File: config.mk
export PLATFORM = sky130hd
export DESIGN_NAME = skew_operand_buffer
export DESIGN_NICKNAME = d
export VERILOG_FILES = /design/src/rtl/skew_buf_pkg.sv /design/src/rtl/skew_idx_counter.sv /design/src/rtl/skew_operand_buffer.sv
export SDC_FILE = /design/constraint.sdc
export NUM_CORES = 2
export LEC_CHECK = 0
export CAP_MARGIN = 20
export CORE_UTILIZATION = 35
export DETAILED_ROUTE_END_ITERATION = 10
export HOLD_SLACK_MARGIN = 0.1
export PLACE_DENSITY = 0.62
export SYNTH_ARGS = -nofsm -noshare
export SYNTH_HDL_FRONTEND = slang
export SYNTH_HIERARCHICAL = 1
export SYNTH_SLANG_ARGS = --single-unit
File: constraint.sdc
create_clock -name clk -period 3.5 [get_ports clk]
set_clock_uncertainty 0.15 [all_clocks]
set_input_delay 0.7 -clock clk [delete_from_list [all_inputs] [get_ports clk]]
set_output_delay 0.7 -clock clk [all_outputs]
set_load 0.01 [all_outputs]
File: src/rtl/skew_buf_pkg.sv
// Shared types and constants for the skewed operand buffer.
package skew_buf_pkg;

  typedef enum logic [1:0] {
    StIdle  = 2'd0,
    StLoad  = 2'd1,
    StDrain = 2'd2
  } state_e;

  localparam logic ORDER_WS = 1'b0;
  localparam logic ORDER_OS = 1'b1;

  function automatic int unsigned clog2_min1(input int unsigned value);
    return (value > 1) ? $clog2(value) : 1;
  endfunction

endpackage

File: src/rtl/skew_idx_counter.sv
// Two-level wrap counter: inner runs 0..i_inner_max, then outer steps and wraps at i_outer_max.
module skew_idx_counter #(
  parameter int unsigned IDX_W = 8
) (
  input  logic             clk,
  input  logic             reset_n,
  input  logic             i_clear,
  input  logic             i_advance,
  input  logic [IDX_W-1:0] i_inner_max,
  input  logic [IDX_W-1:0] i_outer_max,
  output logic [IDX_W-1:0] o_inner,
  output logic [IDX_W-1:0] o_outer,
  output logic             o_wrap
);

  logic [IDX_W-1:0] r_inner;
  logic [IDX_W-1:0] r_outer;
  logic             w_inner_end;
  logic             w_outer_end;

  assign w_inner_end = (r_inner == i_inner_max);
  assign w_outer_end = (r_outer == i_outer_max);

  always_ff @(posedge clk or negedge reset_n) begin
    if (!reset_n) begin
      r_inner <= '0;
      r_outer <= '0;
    end else if (i_clear) begin
      r_inner <= '0;
      r_outer <= '0;
    end else if (i_advance) begin
      if (w_inner_end) begin
        r_inner <= '0;
        r_outer <= w_outer_end ? '0 : r_outer + IDX_W'(1);
      end else begin
        r_inner <= r_inner + IDX_W'(1);
      end
    end
  end

  assign o_inner = r_inner;
  assign o_outer = r_outer;
  assign o_wrap  = w_inner_end & w_outer_end;

endmodule

File: src/rtl/skew_operand_buffer.sv
// Loads an N x K operand tile in either order and drains it diagonally skewed, one lane per row,
// so element (r,c) appears on beat r+c.
module skew_operand_buffer
  import skew_buf_pkg::*;
#(
  parameter int unsigned DATA_WIDTH = 8,
  parameter int unsigned ROWS       = 8,
  parameter int unsigned MAX_K      = 8,
  parameter int unsigned IDX_W      = 8
) (
  input  logic                       clk,
  input  logic                       reset_n,
  input  logic                       start,
  input  logic [IDX_W-1:0]           cfg_n,
  input  logic [IDX_W-1:0]           cfg_k,
  input  logic                       cfg_order,
  input  logic                       in_valid,
  output logic                       in_ready,
  input  logic [DATA_WIDTH-1:0]      in_data,
  output logic                       out_valid,
  input  logic                       out_ready,
  output logic [ROWS*DATA_WIDTH-1:0] out_data,
  output logic                       out_last,
  output logic                       busy,
  output logic                       err_cfg
);

  localparam int unsigned DEPTH  = MAX_K + ROWS - 1;
  localparam int unsigned SLOT_W = clog2_min1(DEPTH);
  localparam int unsigned ROW_W  = clog2_min1(ROWS);

  state_e                  r_state;
  logic [IDX_W-1:0]        r_n;
  logic [IDX_W-1:0]        r_k;
  logic                    r_order;
  logic                    r_err;
  logic [SLOT_W-1:0]       r_beat;
  logic [SLOT_W-1:0]       r_last_beat;
  logic [DATA_WIDTH-1:0]   r_mem [ROWS][DEPTH];
  logic [DEPTH-1:0]        r_vld [ROWS];

  logic                    w_cfg_ok;
  logic                    w_start_ok;
  logic                    w_in_fire;
  logic                    w_out_fire;
  logic                    w_is_last;
  logic [IDX_W-1:0]        w_inner_max;
  logic [IDX_W-1:0]        w_outer_max;
  logic [IDX_W-1:0]        w_inner;
  logic [IDX_W-1:0]        w_outer;
  logic                    w_cnt_wrap;
  logic [IDX_W-1:0]        w_row;
  logic [IDX_W-1:0]        w_col;
  logic [ROW_W-1:0]        w_row_idx;
  logic [SLOT_W-1:0]       w_slot;

  assign w_cfg_ok = (cfg_n != '0) && (cfg_n <= IDX_W'(ROWS)) &&
                    (cfg_k != '0) && (cfg_k <= IDX_W'(MAX_K));
  assign w_start_ok = (r_state == StIdle) && start && w_cfg_ok;
  assign w_in_fire  = (r_state == StLoad) && in_valid;
  assign w_out_fire = (r_state == StDrain) && out_ready;
  assign w_is_last  = (r_beat == r_last_beat);

  // Lane-major walks columns fastest; element-major walks rows fastest.
  assign w_inner_max = (r_order == ORDER_OS) ? r_n - IDX_W'(1) : r_k - IDX_W'(1);
  assign w_outer_max = (r_order == ORDER_OS) ? r_k - IDX_W'(1) : r_n - IDX_W'(1);
  assign w_row       = (r_order == ORDER_OS) ? w_inner : w_outer;
  assign w_col       = (r_order == ORDER_OS) ? w_outer : w_inner;
  assign w_row_idx   = ROW_W'(w_row);
  assign w_slot      = SLOT_W'(w_row) + SLOT_W'(w_col);

  skew_idx_counter #(
    .IDX_W(IDX_W)
  ) u_idx_counter (
    .clk        (clk),
    .reset_n    (reset_n),
    .i_clear    (w_start_ok),
    .i_advance  (w_in_fire),
    .i_inner_max(w_inner_max),
    .i_outer_max(w_outer_max),
    .o_inner    (w_inner),
    .o_outer    (w_outer),
    .o_wrap     (w_cnt_wrap)
  );

  always_ff @(posedge clk or negedge reset_n) begin
    if (!reset_n) begin
      r_state     <= StIdle;
      r_n         <= '0;
      r_k         <= '0;
      r_order     <= ORDER_WS;
      r_err       <= 1'b0;
      r_beat      <= '0;
      r_last_beat <= '0;
    end else begin
      unique case (r_state)
        StIdle: begin
          if (start) begin
            if (w_cfg_ok) begin
              r_n         <= cfg_n;
              r_k         <= cfg_k;
              r_order     <= cfg_order;
              r_err       <= 1'b0;
              r_beat      <= '0;
              // Wraps modulo 2^SLOT_W but the true value N+K-2 always fits.
              r_last_beat <= SLOT_W'(cfg_n) + SLOT_W'(cfg_k) - SLOT_W'(2);
              r_state     <= StLoad;
            end else begin
              r_err <= 1'b1;
            end
          end
        end
        StLoad: begin
          if (w_in_fire && w_cnt_wrap) begin
            r_beat  <= '0;
            r_state <= StDrain;
          end
        end
        StDrain: begin
          if (w_out_fire) begin
            if (w_is_last) begin
              r_beat  <= '0;
              r_state <= StIdle;
            end else begin
              r_beat <= r_beat + SLOT_W'(1);
            end
          end
        end
        default: r_state <= StIdle;
      endcase
    end
  end

  always_ff @(posedge clk or negedge reset_n) begin
    if (!reset_n) begin
      for (int unsigned r = 0; r < ROWS; r++) begin
        r_vld[r] <= '0;
        for (int unsigned s = 0; s < DEPTH; s++) begin
          r_mem[r][s] <= '0;
        end
      end
    end else if (w_start_ok) begin
      for (int unsigned r = 0; r < ROWS; r++) begin
        r_vld[r] <= '0;
      end
    end else if (w_in_fire) begin
      r_mem[w_row_idx][w_slot] <= in_data;
      r_vld[w_row_idx][w_slot] <= 1'b1;
    end
  end

  always_comb begin
    in_ready  = (r_state == StLoad);
    busy      = (r_state != StIdle);
    out_valid = (r_state == StDrain);
    out_last  = (r_state == StDrain) && w_is_last;
    err_cfg   = r_err;
    out_data  = '0;
    // Lanes beyond N never get a valid bit, so they drain as zero.
    if (r_state == StDrain) begin
      for (int unsigned r = 0; r < ROWS; r++) begin
        if (r_vld[r][r_beat]) begin
          out_data[r*DATA_WIDTH +: DATA_WIDTH] = r_mem[r][r_beat];
        end
      end
    end
  end

endmodule
==> metrics.log <==
INFO  metric antenna_violating_nets_remaining = 0
INFO  metric routed-via-count = 33,300
INFO  metric initial_utilization = 35.3%
INFO  metric final_critical_path_setup_slack = -0.468 ns
INFO  metric first_global_vias = 35,400
INFO  metric final_hold_viol_count = 0
INFO  metric final_common_cell = sky130_fd_sc_hd__dfrtp_1
INFO  metric layout-area-overhead-vs-synth = 26.1%
INFO  metric maximum_vdd_drop = 470 uV
INFO  metric setup_viol = 64
INFO  metric finalCriticalPeriod = 3.97 ns
INFO  metric cts.htree.levels = 3
INFO  metric crit_required = 2.65 ns
INFO  metric finalSetupTns = -23.49 ns
INFO  metric groute.usage.overall = 18.8%
INFO  metric fp.dieH = 393 microns
INFO  metric horizontal_extent_of_the_die = 393 microns
INFO  metric sum_of_routed_wire_length_over_all_layers = 143,000 microns
INFO  metric final_nets = 4,228
INFO  metric achievable_clock_frequency = 0.252 GHz
INFO  metric dr.first_iter.drc_count = 1,974
INFO  metric port-buffer-count = 98
INFO  metric final.hold.worst_slack = 0.338 ns
INFO  metric i_o_pins = 99
INFO  metric critical_path.endpoint_type = primary output
INFO  metric synthesis.area = 0.0536 sq mm
INFO  metric critPathLaunchType = flip-flop
INFO  metric grt_overflow_total = 0
INFO  metric cts.clk_slew.worst_paths = 0.06 ns
INFO  metric timing.hold.worst.class = reg -> reg
INFO  metric multiInputGateArea = 0.0251 sq mm
INFO  metric outcome = complete, but fails checks
INFO  metric drc = 0
INFO  metric maximum_number_of_pins_on_one_net_before_global_route_repair = 97
INFO  metric violations = setup timing
INFO  metric cap_violations = 0
INFO  metric place_ws = -0.225 ns
INFO  metric maxSlewViolCount = 0
INFO  metric synth-seq-cells = 1,124
INFO  metric slew_headroom = 45.6%
INFO  metric wire_length_of_the_first_global_routing_pass = 223,000 microns
INFO  metric layout_common_cells = 1,121 x sky130_fd_sc_hd__dfrtp_1, 967 x sky130_fd_sc_hd__mux2_2, 254 x sky130_fd_sc_hd__buf_4, 245 x sky130_fd_sc_hd__mux4_2, 181 x sky130_fd_sc_hd__buf_12
INFO  metric placementRows = 143
INFO  metric critPathKind = reg -> out
INFO  metric yosys.area.top_type_share = 52.5%
INFO  metric die-area = 0.155 sq mm
INFO  metric clock-root-buffer = sky130_fd_sc_hd__clkbuf_16
INFO  metric timing.critical_path.buf_inv = 5
INFO  metric crit_path_cell_trace = buf_4 -> buf_12 -> buf_16 -> mux4_2 -> mux4_2 -> nor2b_1 -> buf_4 -> buf_6
INFO  metric finalCritPeriodShare = 113%
INFO  metric synth.net_count = 3,785
INFO  metric n_fill_cell = 13,400
INFO  metric synth-edff-count = 0
INFO  metric arrival_time_at_the_worst_endpoint = 3.12 ns
INFO  metric totalPowerFinal = 36.1 mW
INFO  metric seqCellArea = 0.0281 sq mm
INFO  metric power_density_over_the_cells = 534 mW/mm^2
INFO  metric route.detailed.wl_per_inst = 22.6 microns
INFO  metric clock_insertion_delay_worst_skew = 0.78 ns
INFO  metric yosysTopAreaCell = sky130_fd_sc_hd__dfrtp_1
INFO  metric synth.yosys.seq_area_share = 52.5%
INFO  metric clock_path_buffers = 3
INFO  metric post_synth.cell_area_avg = 14.3 sq um
INFO  metric first_pass_iters = 5
INFO  metric tritoncts = built
INFO  metric synth_cell_types = 58
INFO  metric gate_count_of_the_mapped_netlist = 3,737
INFO  metric gate_family_responsible_for_the_most_delay_along_the_worst_path = multiplexers
INFO  metric most_area_consuming_cells_after_synthesis = sky130_fd_sc_hd__dfrtp_1 53%, sky130_fd_sc_hd__mux2_2 20%, sky130_fd_sc_hd__mux4_2 10%
INFO  metric number_of_buffers_added_by_the_clock_tree_synthesis_step = 121
INFO  metric routed_via_density = 5.28
INFO  metric asyncSetResetFlopFracSynth = 100%
INFO  metric floorplan.core_area = 0.152 sq mm
INFO  metric grt_antenna_before_repair = 0
INFO  metric slowest_delay = 0.52 ns
INFO  metric crit_slowest_cell = sky130_fd_sc_hd__mux4_2
INFO  metric post_route_cells_drive_above_1_share = 52.4%
INFO  metric timing_worst_slew_pin_value = 0.817 ns
INFO  metric critPathMaxFanout = 17
INFO  metric dominantRegCellSynth = sky130_fd_sc_hd__dfrtp_1
INFO  metric number_of_sinks_handled_by_clock_tree_synthesis = 1,124
INFO  metric gp_congestion = 0.799
INFO  metric dp_hpwl = 91,600 microns
INFO  metric yosysWarnings = 6
INFO  metric p_leak = 30.1 nW
INFO  metric grt_setup_unrepaired = true
==> kinds of logic (layout without fill, tap and decap cells) <==
logic type,count (synthesis),after routing,share of synthesized area (%)
xor+xnor,46,46,0.752
fa+ha+maj,18,18,0.449
simple gates,572,572,7.14
other cells,0,1,0
flops,1124,1124,52.5
compound gates,367,367,4.19
buf+inv,294,837,2.35
mux,1316,1316,32.6
==> cell type report <==
class,count,share of cell area (%)
repair buffers,587,11.0
clock buffers,177,5.24
inverters,27,0.150
multi-input cells,2319,37.2
clock inverters,46,0.974
well taps,2030,3.76
flip-flops and latches,1124,41.6
diodes,1,0.00370
==> synth_stat cells (10+ instances only) <==
master and count:
sky130_fd_sc_hd__dfrtp_1 1124, sky130_fd_sc_hd__mux2_2 967, sky130_fd_sc_hd__mux4_2 245, sky130_fd_sc_hd__clkbuf_1 189, sky130_fd_sc_hd__nor2_1 177, sky130_fd_sc_hd__nand2_1 147, sky130_fd_sc_hd__a21oi_1 142, sky130_fd_sc_hd__mux2i_1 98
sky130_fd_sc_hd__nor3_4 92, sky130_fd_sc_hd__o21ai_0 80, sky130_fd_sc_hd__a22oi_1 68, sky130_fd_sc_hd__buf_2 45, sky130_fd_sc_hd__nor2b_1 39, sky130_fd_sc_hd__a21boi_0 34, sky130_fd_sc_hd__xor2_1 33, sky130_fd_sc_hd__nor3_2 31
sky130_fd_sc_hd__inv_1 23, sky130_fd_sc_hd__buf_4 20, sky130_fd_sc_hd__nand3_1 17, sky130_fd_sc_hd__ha_1 16, sky130_fd_sc_hd__and2_1 15, sky130_fd_sc_hd__xnor2_1 13, sky130_fd_sc_hd__or3_1 12, sky130_fd_sc_hd__buf_1 10
sky130_fd_sc_hd__nor3_1 10
==> sequential cells by signal, indices dropped and copies added, names as in the netlist, 2 cells and up <==
register,flops
r_mem,960
r_last_beat,4
u_idx_counter/o_outer,8
r_vld,120
r_beat,4
u_idx_counter/o_inner,8
r_k,8
r_state,2
r_n,8
==> worst register-to-register path, stage by stage (launching register included) <==
cell	delay, ns
sky130_fd_sc_hd__dfrtp_1	0.38
sky130_fd_sc_hd__mux2_2	0.34
sky130_fd_sc_hd__ha_1	0.24
sky130_fd_sc_hd__fa_2	0.51
sky130_fd_sc_hd__buf_4	0.18
sky130_fd_sc_hd__nor3_4	0.20
sky130_fd_sc_hd__buf_4	0.21
sky130_fd_sc_hd__nand2_1	0.11
sky130_fd_sc_hd__buf_4	0.19
sky130_fd_sc_hd__nor3_4	0.21
sky130_fd_sc_hd__buf_12	0.15
sky130_fd_sc_hd__mux2_2	0.33
==> per-stage QoR <==
step                      area (sq um)  instances  util, %
final                            67600       6311     44.5
after floorplan                  53600       3737        -
after global routing             67600       6310     44.5
after global placement           61100       6006     40.2
after detailed placement         61100       6006     40.2
after CTS                        67200       6304     44.3
==> power breakdown <==
| group | internal (mW) | leakage (nW) | switching (mW) |
|---|---|---|---|
| logic | 3.45 | 12.5 | 4.48 |
| clock network | 7.83 | 2.05 | 5.52 |
| registers | 14.1 | 15.6 | 0.645 |
==> worst paths after layout <==
| kind | start | endpoint | slack [ns] | cells past startpoint |
|---|---|---|---|---|
| worst min register to register | r_mem[754] | r_mem[754] | 0.34 | 1 |
| worst max register to register | r_order | r_mem[836] | 0.13 | 11 |
| worst min-delay path | r_mem[754] | r_mem[754] | 0.34 | 1 |
| max in group asynchronous | reset_n | r_mem[594] | 1.72 | 3 |
| min in group asynchronous | reset_n | r_mem[479] | 0.46 | 2 |
| worst max-delay path | r_beat[0] | out_data[5] | -0.47 | 8 |
==> layer usage <==
| layer | vias up | global-route usage, % | share of wire (%) |
|---|---|---|---|
| met5 | - | 0 | 0 |
| met1 | 17800 | 26.4 | 45 |
| met4 | 0 | 4.72 | 2.4 |
| met2 | 633 | 30.6 | 48 |
| met3 | 215 | 2.73 | 3.9 |
| li1 | 14600 | - | - |
==> what timing repair did <==
action	CTS	global route
endpoints found under the hold margin	36	0
gates cloned	10	0
pin swaps	47	27
resized for setup	536	72
setup endpoints to repair	578	837
setup buffers	85	14
hold buffers	1	0
Power figures use the tool's default switching activity.
